`config.mk`:
```
export PLATFORM = sky130hd
export DESIGN_NAME = pos_emb_ctrl
export DESIGN_NICKNAME = d
export VERILOG_FILES = /design/src/rtl/pos_emb_ctrl.sv
export SDC_FILE = /design/constraint.sdc
export NUM_CORES = 2
export LEC_CHECK = 0
export ABC_AREA = 1
export CAP_MARGIN = 40
export CORE_ASPECT_RATIO = 1.4
export CORE_UTILIZATION = 32
export DETAILED_ROUTE_END_ITERATION = 10
export DONT_BUFFER_PORTS = 1
export PLACE_DENSITY = 0.49
export SLEW_MARGIN = 20
export SYNTH_ARGS = -nofsm -noshare
export SYNTH_HDL_FRONTEND = slang
export SYNTH_SLANG_ARGS = --single-unit
```
`constraint.sdc`:
```
create_clock -name clk -period 2.97 [get_ports clk]
set_input_delay 0.1485 -clock clk [delete_from_list [all_inputs] [get_ports clk]]
set_output_delay 0.1485 -clock clk [all_outputs]
set_load 0.005 [all_outputs]
```
`src/rtl/pos_emb_ctrl.sv`:
```
// Positional-embedding address controller.
// Walks a c/h/w pixel grid and issues paired input/position-table reads.
// It then issues one output write per read, in the same order.
// Reads and writes follow independent counter sets. The writes trail the
// reads by at most MAX_OUTST beats.
module pos_emb_ctrl #(
    parameter int ADDR_W      = 32,
    parameter int CNT_W       = 16,
    parameter int PIXEL_BYTES = 64,
    parameter int MAX_OUTST   = 8
) (
    input  logic              clk,
    input  logic              rst_n,
    input  logic              start,
    input  logic [CNT_W-1:0]  cfg_head,
    input  logic [CNT_W-1:0]  cfg_win,
    input  logic [CNT_W-1:0]  cfg_chg,
    input  logic [ADDR_W-1:0] cfg_pos_base,
    input  logic [ADDR_W-1:0] cfg_pos_line,
    input  logic [ADDR_W-1:0] cfg_din_base,
    input  logic [ADDR_W-1:0] cfg_din_surf,
    input  logic [ADDR_W-1:0] cfg_din_line,
    input  logic [ADDR_W-1:0] cfg_dout_base,
    input  logic [ADDR_W-1:0] cfg_dout_surf,
    input  logic [ADDR_W-1:0] cfg_dout_line,
    output logic              rd_valid,
    input  logic              rd_ready,
    output logic [ADDR_W-1:0] rd_dat_addr,
    output logic [ADDR_W-1:0] rd_pos_addr,
    output logic              wr_valid,
    input  logic              wr_ready,
    output logic [ADDR_W-1:0] wr_addr,
    output logic              busy,
    output logic              done
);

    localparam int PEND_W = $clog2(MAX_OUTST + 1);
    localparam logic [ADDR_W-1:0] PIX_STEP = ADDR_W'(PIXEL_BYTES);
    localparam logic [PEND_W-1:0] PEND_MAX = PEND_W'(MAX_OUTST);

    typedef enum logic [1:0] {S_IDLE, S_RUN, S_DRAIN, S_DONE} state_t;

    state_t              r_state;
    logic [CNT_W-1:0]    r_head, r_win, r_chg;
    logic [ADDR_W-1:0]   r_pos_line, r_din_surf, r_din_line, r_dout_surf, r_dout_line;
    logic                r_rd_valid, r_wr_valid, r_busy, r_done;
    logic [PEND_W-1:0]   r_pend;

    // Read-side walk: counters plus surface/row base registers for both tables
    logic [CNT_W-1:0]    r_rc, r_rh, r_rw;
    logic [ADDR_W-1:0]   r_rd_surf, r_rd_row, r_rd_dat, r_pos_row, r_rd_pos;

    // Write-side walk
    logic [CNT_W-1:0]    r_wc, r_wh, r_ww;
    logic [ADDR_W-1:0]   r_wr_surf, r_wr_row, r_wr_addr;

    logic                w_dims_ok, w_launch;
    logic                w_rd_acc, w_wr_acc;
    logic                w_rd_w_last, w_rd_h_last, w_rd_c_last, w_rd_last;
    logic                w_wr_w_last, w_wr_h_last, w_wr_c_last, w_wr_last;
    logic [PEND_W-1:0]   w_pend_next;
    logic [ADDR_W-1:0]   w_rd_row_inc, w_rd_surf_inc, w_pos_row_inc;
    logic [ADDR_W-1:0]   w_wr_row_inc, w_wr_surf_inc;

    assign w_dims_ok = (cfg_head != '0) && (cfg_win != '0) && (cfg_chg != '0);
    assign w_launch  = (r_state == S_IDLE) && start && w_dims_ok;

    assign w_rd_acc = r_rd_valid & rd_ready;
    assign w_wr_acc = r_wr_valid & wr_ready;

    assign w_rd_w_last = (r_rw == r_win - CNT_W'(1));
    assign w_rd_h_last = (r_rh == r_head - CNT_W'(1));
    assign w_rd_c_last = (r_rc == r_chg - CNT_W'(1));
    assign w_rd_last   = w_rd_w_last && w_rd_h_last && w_rd_c_last;

    assign w_wr_w_last = (r_ww == r_win - CNT_W'(1));
    assign w_wr_h_last = (r_wh == r_head - CNT_W'(1));
    assign w_wr_c_last = (r_wc == r_chg - CNT_W'(1));
    assign w_wr_last   = w_wr_w_last && w_wr_h_last && w_wr_c_last;

    assign w_rd_row_inc  = r_rd_row + r_din_line;
    assign w_rd_surf_inc = r_rd_surf + r_din_surf;
    assign w_pos_row_inc = r_pos_row + r_pos_line;
    assign w_wr_row_inc  = r_wr_row + r_dout_line;
    assign w_wr_surf_inc = r_wr_surf + r_dout_surf;

    assign rd_valid    = r_rd_valid;
    assign rd_dat_addr = r_rd_dat;
    assign rd_pos_addr = r_rd_pos;
    assign wr_valid    = r_wr_valid;
    assign wr_addr     = r_wr_addr;
    assign busy        = r_busy;
    assign done        = r_done;

    // Outstanding count after this cycle's handshakes; simultaneous accepts cancel
    always_comb begin
        w_pend_next = r_pend;
        if (w_rd_acc && !w_wr_acc) begin
            w_pend_next = r_pend + PEND_W'(1);
        end else if (!w_rd_acc && w_wr_acc) begin
            w_pend_next = r_pend - PEND_W'(1);
        end
    end

    // Track reads accepted but not yet written
    always_ff @(posedge clk or negedge rst_n) begin
        if (!rst_n) begin
            r_pend <= '0;
        end else begin
            r_pend <= w_pend_next;
        end
    end

    // Job FSM: config latch, registered handshake valids, busy and done pulse
    always_ff @(posedge clk or negedge rst_n) begin
        if (!rst_n) begin
            r_state     <= S_IDLE;
            r_head      <= '0;
            r_win       <= '0;
            r_chg       <= '0;
            r_pos_line  <= '0;
            r_din_surf  <= '0;
            r_din_line  <= '0;
            r_dout_surf <= '0;
            r_dout_line <= '0;
            r_rd_valid  <= 1'b0;
            r_wr_valid  <= 1'b0;
            r_busy      <= 1'b0;
            r_done      <= 1'b0;
        end else begin
            r_done <= 1'b0;
            case (r_state)
                S_IDLE: begin
                    if (start) begin
                        if (w_dims_ok) begin
                            r_head      <= cfg_head;
                            r_win       <= cfg_win;
                            r_chg       <= cfg_chg;
                            r_pos_line  <= cfg_pos_line;
                            r_din_surf  <= cfg_din_surf;
                            r_din_line  <= cfg_din_line;
                            r_dout_surf <= cfg_dout_surf;
                            r_dout_line <= cfg_dout_line;
                            r_busy      <= 1'b1;
                            r_rd_valid  <= 1'b0;
                            r_state     <= S_RUN;
                        end else begin
                            r_state <= S_DONE;
                        end
                    end
                end
                S_RUN: begin
                    r_wr_valid <= (w_pend_next != '0);
                    if (w_rd_acc && w_rd_last) begin
                        r_rd_valid <= 1'b0;
                        r_state    <= S_DRAIN;
                    end else begin
                        r_rd_valid <= (w_pend_next < PEND_MAX);
                    end
                end
                S_DRAIN: begin
                    r_wr_valid <= (w_pend_next != '0);
                    if (w_wr_acc && w_wr_last) begin
                        r_busy  <= 1'b0;
                        r_state <= S_DONE;
                    end
                end
                S_DONE: begin
                    r_done  <= 1'b1;
                    r_state <= S_IDLE;
                end
                default: r_state <= S_IDLE;
            endcase
        end
    end

    // Read address walk: w innermost, then h, then c.
    // The position row advances only when c crosses an odd->even boundary.
    always_ff @(posedge clk or negedge rst_n) begin
        if (!rst_n) begin
            r_rc      <= '0;
            r_rh      <= '0;
            r_rw      <= '0;
            r_rd_surf <= '0;
            r_rd_row  <= '0;
            r_rd_dat  <= '0;
            r_pos_row <= '0;
            r_rd_pos  <= '0;
        end else if (w_launch) begin
            r_rc      <= '0;
            r_rh      <= '0;
            r_rw      <= '0;
            r_rd_surf <= cfg_din_base;
            r_rd_row  <= cfg_din_base;
            r_rd_dat  <= cfg_din_base;
            r_pos_row <= cfg_pos_base;
            r_rd_pos  <= cfg_pos_base;
        end else if (w_rd_acc && !w_rd_last) begin
            if (!w_rd_w_last) begin
                r_rw     <= r_rw + CNT_W'(1);
                r_rd_dat <= r_rd_dat + PIX_STEP;
                r_rd_pos <= r_rd_pos + PIX_STEP;
            end else if (!w_rd_h_last) begin
                r_rw     <= '0;
                r_rh     <= r_rh + CNT_W'(1);
                r_rd_row <= w_rd_row_inc;
                r_rd_dat <= w_rd_row_inc;
                r_rd_pos <= r_pos_row;
            end else begin
                r_rw      <= '0;
                r_rh      <= '0;
                r_rc      <= r_rc + CNT_W'(1);
                r_rd_surf <= w_rd_surf_inc;
                r_rd_row  <= w_rd_surf_inc;
                r_rd_dat  <= w_rd_surf_inc;
                if (r_rc[0]) begin
                    r_pos_row <= w_pos_row_inc;
                    r_rd_pos  <= w_pos_row_inc;
                end else begin
                    r_rd_pos  <= r_pos_row;
                end
            end
        end
    end

    // Write address walk: same order as reads, on its own counters
    always_ff @(posedge clk or negedge rst_n) begin
        if (!rst_n) begin
            r_wc      <= '0;
            r_wh      <= '0;
            r_ww      <= '0;
            r_wr_surf <= '0;
            r_wr_row  <= '0;
            r_wr_addr <= '0;
        end else if (w_launch) begin
            r_wc      <= '0;
            r_wh      <= '0;
            r_ww      <= '0;
            r_wr_surf <= cfg_dout_base;
            r_wr_row  <= cfg_dout_base;
            r_wr_addr <= cfg_dout_base;
        end else if (w_wr_acc && !w_wr_last) begin
            if (!w_wr_w_last) begin
                r_ww      <= r_ww + CNT_W'(1);
                r_wr_addr <= r_wr_addr + PIX_STEP;
            end else if (!w_wr_h_last) begin
                r_ww      <= '0;
                r_wh      <= r_wh + CNT_W'(1);
                r_wr_row  <= w_wr_row_inc;
                r_wr_addr <= w_wr_row_inc;
            end else begin
                r_ww      <= '0;
                r_wh      <= '0;
                r_wc      <= r_wc + CNT_W'(1);
                r_wr_surf <= w_wr_surf_inc;
                r_wr_row  <= w_wr_surf_inc;
                r_wr_addr <= w_wr_surf_inc;
            end
        end
    end

endmodule
```
# After elaboration in Yosys (flattened, before gate mapping)

Index checks and enable logic that the tools add are counted.

Register bits: 570
Bits of input ports: 309
Output and inout bits: 100
Word-level logic and storage cells: 171

$add $sub $neg: 19
Magnitude comparators: 1
Equal/unequal tests: 13
Muxes and demuxes: 68
Bitwise operators: 2
Reductions and logical operators: 40

Operators by type and width:

| kind                    | count |
|---|---|
| $mux W32                | 30 |
| $mux W16                | 22 |
| $add A32 B32 Y32        | 5 |
| $add A16 B1 Y16 const B | 6 |
| $add A32 B7 Y32 const B | 3 |
| $eq A16 B16 Y1          | 6 |
| $reduce_bool A16 Y1     | 3 |
| $sub A16 B1 Y16 const B | 3 |
| $reduce_bool A2 Y1      | 8 |
| $reduce_and A3 Y1       | 5 |
| $logic_and A1 B1 Y1     | 14 |
| $mux W2                 | 4 |
| $mux W4                 | 2 |
| $ne A2 B2 Y1 const B    | 4 |
| $pmux W2 S4             | 1 |
| $mux W1                 | 7 |
| $add A4 B1 Y4 const B   | 1 |
| $eq A2 B2 Y1 const B    | 2 |
| $logic_not A1 Y1        | 4 |
| $lt A4 B4 Y1 const B    | 1 |
| $pmux W1 S2             | 2 |
| $reduce_and A2 Y1       | 2 |
| $reduce_and A4 Y1       | 1 |
| $reduce_bool A4 Y1      | 1 |
| other kinds (5)         | 6 |

# Longest topological paths before layout

Depth after elaboration: 8
Gate-level depth with buffers: 22
Gate-level depth less buffers: 20

# Worst setup path before layout

Ideal clock, no wire load.

Path kind: reg2reg
Start point: register r_head[0]
End point: register r_rd_pos[11] (netlist: rd_pos_addr[11])
Setup time: 117 ps
Arrival time: 2609 ps
Data required time: 2853 ps
Setup slack: 244 ps
Stages on the path, launching flop included: 21
Path buffers: 3
Clock period less this slack: 2726 ps
Path through: dfrtp_1 inv_2 ha_1 inv_2 nor2_1 nand2_1 nand3_1 nand2_1 inv_2 nand3_1 nor3_4 nand3_2 nor2_2 nand2_1 nand2_4 nand2_2 buf_6 buf_2 buf_2 nand2_1 nand2_1

Word-level cells in the longest chain between the ends: 7
Elaborated cells on any way between the ends: 11
Classes of those cells: add/sub (1); eq/ne (1); mux (4); reduce/logical (5)

RTL lines:

| item                                             | RTL line | text |
|---|---|---|
| start: declaration                               | 44       | `logic [CNT_W-1:0] r_head, r_win, r_chg;` |
| start signal: assignment                         | 136      | `r_head <= cfg_head;` |
| $sub A16 B1 Y16 *                                | 72       | `assign w_rd_h_last = (r_rh == r_head - CNT_W'(1));` |
| $eq A16 B16 Y1 *                                 | 72       |  |
| branches (longest 5 deep; another with $mux W32) | -        |  |
| end signal: assignment                           | 197      | `r_rd_pos <= cfg_pos_base;` |
| end signal: assignment                           | 202      | `r_rd_pos <= r_rd_pos + PIX_STEP;` |
| end signal: assignment                           | 208      | `r_rd_pos <= r_pos_row;` |
| end: declaration                                 | 51       | `logic [ADDR_W-1:0] r_rd_surf, r_rd_row, r_rd_dat, r_pos_row, r_rd_pos;` |

Every way passes the cells marked *. The select of a mux whose other input is x is not followed.
A chain may end at the register's enable or synchronous reset.

# Worst setup path after layout

Start point: register r_win[1]
End point: register r_rh[2]

Word-level cells in the longest chain between the ends: 8
Elaborated cells on any way between the ends: 9
Classes of those cells: add/sub (1); eq/ne (1); reduce/logical (7)

RTL lines:

| item                                 | RTL line | text |
|---|---|---|
| start: declaration                   | 44       |  |
| start signal: assignment             | 137      | `r_win <= cfg_win;` |
| $sub A16 B1 Y16 *                    | 71       | `assign w_rd_w_last = (r_rw == r_win - CNT_W'(1));` |
| $eq A16 B16 Y1 *                     | 71       |  |
| $logic_and A1 B1 Y1 (2 in series)    | 74       | `assign w_rd_last = w_rd_w_last && w_rd_h_last && w_rd_c_last;` |
| $logic_not A1 Y1                     | 198      | `end else if (w_rd_acc && !w_rd_last) begin` |
| $logic_and A1 B1 Y1                  | 198      |  |
| $reduce_bool A2 Y1 (no source line)  | -        |  |
| $reduce_and A2 Y1 (no source line) * | -        |  |
| end signal: assignment               | 205      | `r_rh <= r_rh + CNT_W'(1);` |
| end: declaration                     | 50       | `logic [CNT_W-1:0] r_rc, r_rh, r_rw;` |

Mark *: on every way between the ends. The rest lies on a longest branch, timed or not.

==> load_flow_metrics.sql <==
INSERT INTO impl_metrics (metric_group, metric, value, unit) VALUES
('logic_synthesis', 'yosys_most_used_dff', 'sky130_fd_sc_hd__dfrtp_1', ''),
('power_and_ir_drop', 'p_per_area', '1070', 'nW/µm²'),
('logic_synthesis', 'postSynthCellCount', '6738', ''),
('drt', 'remaining_drc_errors', '0', ''),
('drt', 'drtPass1Iterations', '6', ''),
('drt', 'detail_route.wirelength', '181000', 'µm'),
('grt', 'grt_pass1_wl', '268000', 'µm'),
('logic_synthesis', 'synth-seq-area-share', '33.2', '%'),
('timing', 'layout_min_cycle_time', '2.92', 'ns'),
('timing', 'grt_setup_unrepaired', 'true', ''),
('logic_synthesis', 'synth-warning-count', '0', ''),
('cts', 'clock_latency', '0.72', 'ns'),
('logic_synthesis', 'syn-num-nets', '7225', ''),
('timing', 'hold_slack', '-0.814', 'ns'),
('cts', 'cts.root.buffer_cell', 'sky130_fd_sc_hd__clkbuf_16', ''),
('setup_path', 'setup_cp_type', 'register to register', ''),
('setup_path', 'critical_path.top_delay_family', 'simple AND/OR/NAND/NOR gates', ''),
('drt', 'vias', '45700', ''),
('setup_path', 'critical_path.n_buffers_inverters', '4', ''),
('drt', 'post_drt_wl_per_cell', '20.0', 'µm'),
('floorplanning', 'floorplan.initialDensity', '32.3', '%'),
('setup_path', 'critical_path.cell_chain', 'buf_4 -> nor2_4 -> buf_4 -> nand3_1 -> nand2_2 -> nand2_1 -> nand2_2 -> nand3_1 -> nor3_4 -> nand3_4 -> nor2_4 -> nand2_2 -> nand2_4 -> buf_8 -> nand2_8 -> clkbuf_16 -> nand3_1 -> nand2_1', ''),
('grt', 'grt_start_max_net_pins', '571', ''),
('logic_synthesis', 'mean_instance_size_in_the_synthesized_netlist', '6.38', 'µm²'),
('timing', 'timing.final.max_slew_violations', '192', ''),
('timing', 'timing.final.crit_share', '98.3', '%'),
('logic_synthesis', 'synth_seq_cells', '570', ''),
('timing', 'tns', '0', 'ns'),
('floorplanning', 'die-width', '312', 'µm'),
('status', 'failing_checks', 'negative hold slack, max-slew violations', ''),
('placed_design', 'dp_hpwl', '135000', 'µm'),
('layout', 'final_core_util', '40.8', '%'),
('layout', 'stdcell_area', '54200', 'µm²'),
('grt', 'antenna_found_initial', '7', ''),
('layout', 'nets', '7715', ''),
('timing', 'setup_viol', '0', ''),
('setup_path', 'cp_slowest_cell', 'sky130_fd_sc_hd__dfrtp_1', ''),
('run', 'maxCapViolCount', '0', ''),
('timing', 'count_of_final_hold_check_violations', '570', ''),
('placed_design', 'portBuffers', '0', ''),
('floorplanning', 'floorplan.rows', '158', ''),
('floorplanning', 'die_height', '436', 'µm'),
('cts', 'post_cts_hold_buffer_count', '307', ''),
('setup_path', 'crit_path_end_kind', 'register', ''),
('cts', 'cts_sinks', '570', ''),
('placed_design', 'place_congestion', '0.964', ''),
('layout', 'areaGrowthSynthToFinish', '26.1', '%'),
('layout', 'layout_common_cells', '2933 x sky130_fd_sc_hd__nand2_1, 687 x sky130_fd_sc_hd__nand3_1, 566 x sky130_fd_sc_hd__dfrtp_1', ''),
('cts', 'max-clock-path-buffers', '3', ''),
('status', 'run_status', 'finished with violations', ''),
('logic_synthesis', 'post_synth_instance_area', '43000', 'µm²'),
('cts', 'cts-buffers-inserted', '73', ''),
('timing', 'fmax', '0.342', 'GHz'),
('worst_hold_path', 'timing.hold.worst.class', 'primary input to async pin', ''),
('drt', 'number_of_drc_markers_after_the_initial_detailed_route_iteration', '2858', ''),
('layout', 'layout.cells.most_common', 'sky130_fd_sc_hd__nand2_1', ''),
('cts', 'cts_tree', 'built', ''),
('cts', 'clkSlewWorstSetupHoldPaths', '0.06', 'ns'),
('logic_synthesis', 'synth-async-reset-ratio', '100', '%'),
('layout', 'fill_cells', '14100', ''),
('layout', 'final_layout_size_suffix_gt1_share', '9.39', '%'),
('placed_design', 'dpl-instance-area', '47000', 'µm²'),
('setup_path', 'path_max_fanout', '7', ''),
('power_and_ir_drop', 'static-leakage-power', '27.8', 'nW'),
('setup_path', 'cp.arrival', '3.50', 'ns'),
('grt', 'globalRoute.totalOverflow', '0', ''),
('logic_synthesis', 'yosys.cell_types.count', '51', ''),
('floorplanning', 'dieArea', '136000', 'µm²'),
('timing', 'worst_max_slew_pin_slew', '1.98', 'ns'),
('drt', 'route.antenna.remaining_nets', '0', ''),
('logic_synthesis', 'synth-edff-count', '0', '');
[worst paths after layout]
kind / cells after the start / start / end / slack (ns)
setup / recovery: 18 / r_win[1]$_DFFE_PN0P_ / r_rh[2]$_DFFE_PN0P_ / 0.05
hold / removal: 0 / rst_n / r_dout_line[23]$_DFFE_PN0P_ / -0.81
setup reg to reg: 18 / r_win[1]$_DFFE_PN0P_ / r_rh[2]$_DFFE_PN0P_ / 0.05
hold reg to reg: 2 / r_rd_surf[0]$_DFFE_PN0P_ / r_rd_surf[0]$_DFFE_PN0P_ / 0.48
max in group asynchronous: 0 / rst_n / r_rw[9]$_DFFE_PN0P_ / 2.24
min in group clk: 3 / cfg_dout_surf[11] / r_dout_surf[11]$_DFFE_PN0P_ / 0.09
[cells by family after synthesis]
| logic type | after synthesis | synth area share, % |
|---|---|---|
| compound gates | 563 | 7.08 |
| mux | 2 | 0.0466 |
| buf+inv | 720 | 6.64 |
| xor+xnor | 205 | 4.24 |
| simple gates | 4500 | 43.5 |
| fa+ha+maj | 178 | 5.27 |
| flops | 570 | 33.2 |
[cell type report]
type,count,area [µm²],area share (%)
Inverter,495,1870,3.46
Clock buffer,98,2080,3.85
Multi-Input combinational cell,5452,26700,49.2
Clock inverter,33,515,0.952
Tap cell,1760,2200,4.06
Antenna cell,4,10.0,0.0185
Timing Repair Buffer,636,6550,12.1
Sequential cell,570,14300,26.3
[registers in the layout, indices dropped and copies added, names as in the netlist, 32 cells and up]
signal / flops
r_rd_row: 32
r_pos_line: 32
r_din_surf: 32
rd_pos_addr: 32
r_wr_row: 32
r_dout_surf: 32
rd_dat_addr: 32
r_wr_surf: 32
r_dout_line: 32
r_rd_surf: 32
wr_addr: 32
r_din_line: 32
r_pos_row: 32
[through the flow]
step	std cells	hold WS [ns]	power [mW]	setup WS [ns]
floorplan	6738	-0.147	34.1	0.244
global placement	8565	-0.119	46.0	-0.183
detailed placement	8565	-0.125	46.2	-0.210
CTS	9004	-0.892	57.0	0.00584
global route	9048	-0.849	63.1	-0.0953
finish	9048	-0.814	58.2	0.0497
[timing repair]
action	in CTS	in global routing
cloned	0	27
resized for setup	24	198
setup endpoints to repair	322	355
endpoints found under the hold margin	1034	570
pin swaps	6	33
buffers inserted	1	14
[synthesized netlist by cell type, drive strengths merged (4+ instances only)]
master	instances	area, µm²
a21boi	24	180
a21o	14	105
a21oi	192	965
a31o	4	35.0
and2	4	25.0
buf	89	485
clkbuf	136	510
dfrtp	570	14300
fa	5	100
ha	173	2160
inv	493	1850
nand2	2992	11300
nand3	736	3700
nand3b	38	285
nand4	94	588
nor2	449	1770
nor3	100	522
nor3b	8	60.1
nor4	40	250
o211ai	4	30.0
o21a	15	113
o21ai	284	1420
o21bai	17	128
o22ai	4	25.0
or2	36	225
xnor2	52	455
xor2	151	1320
[power breakdown]
| group | internal [mW] | switching [mW] | total, mW |
|---|---|---|---|
| logic | 12.4 | 21.7 | 34.1 |
| clock network | 5.92 | 4.01 | 9.93 |
| registers | 10.7 | 3.45 | 14.2 |
| total | 29.0 | 29.2 | 58.2 |
[per-layer routing]
metal  vias to the layer above  track usage, %  routed length [µm]
met4                         2            11.7                8410
met2                      1162            45.0               89600
li1                      22700               -                   -
met1                     21600            30.7               75000
met5                         -               0                  13
met3                       312            2.90                7580
Note: power is estimated with default switching activity, not from simulation.
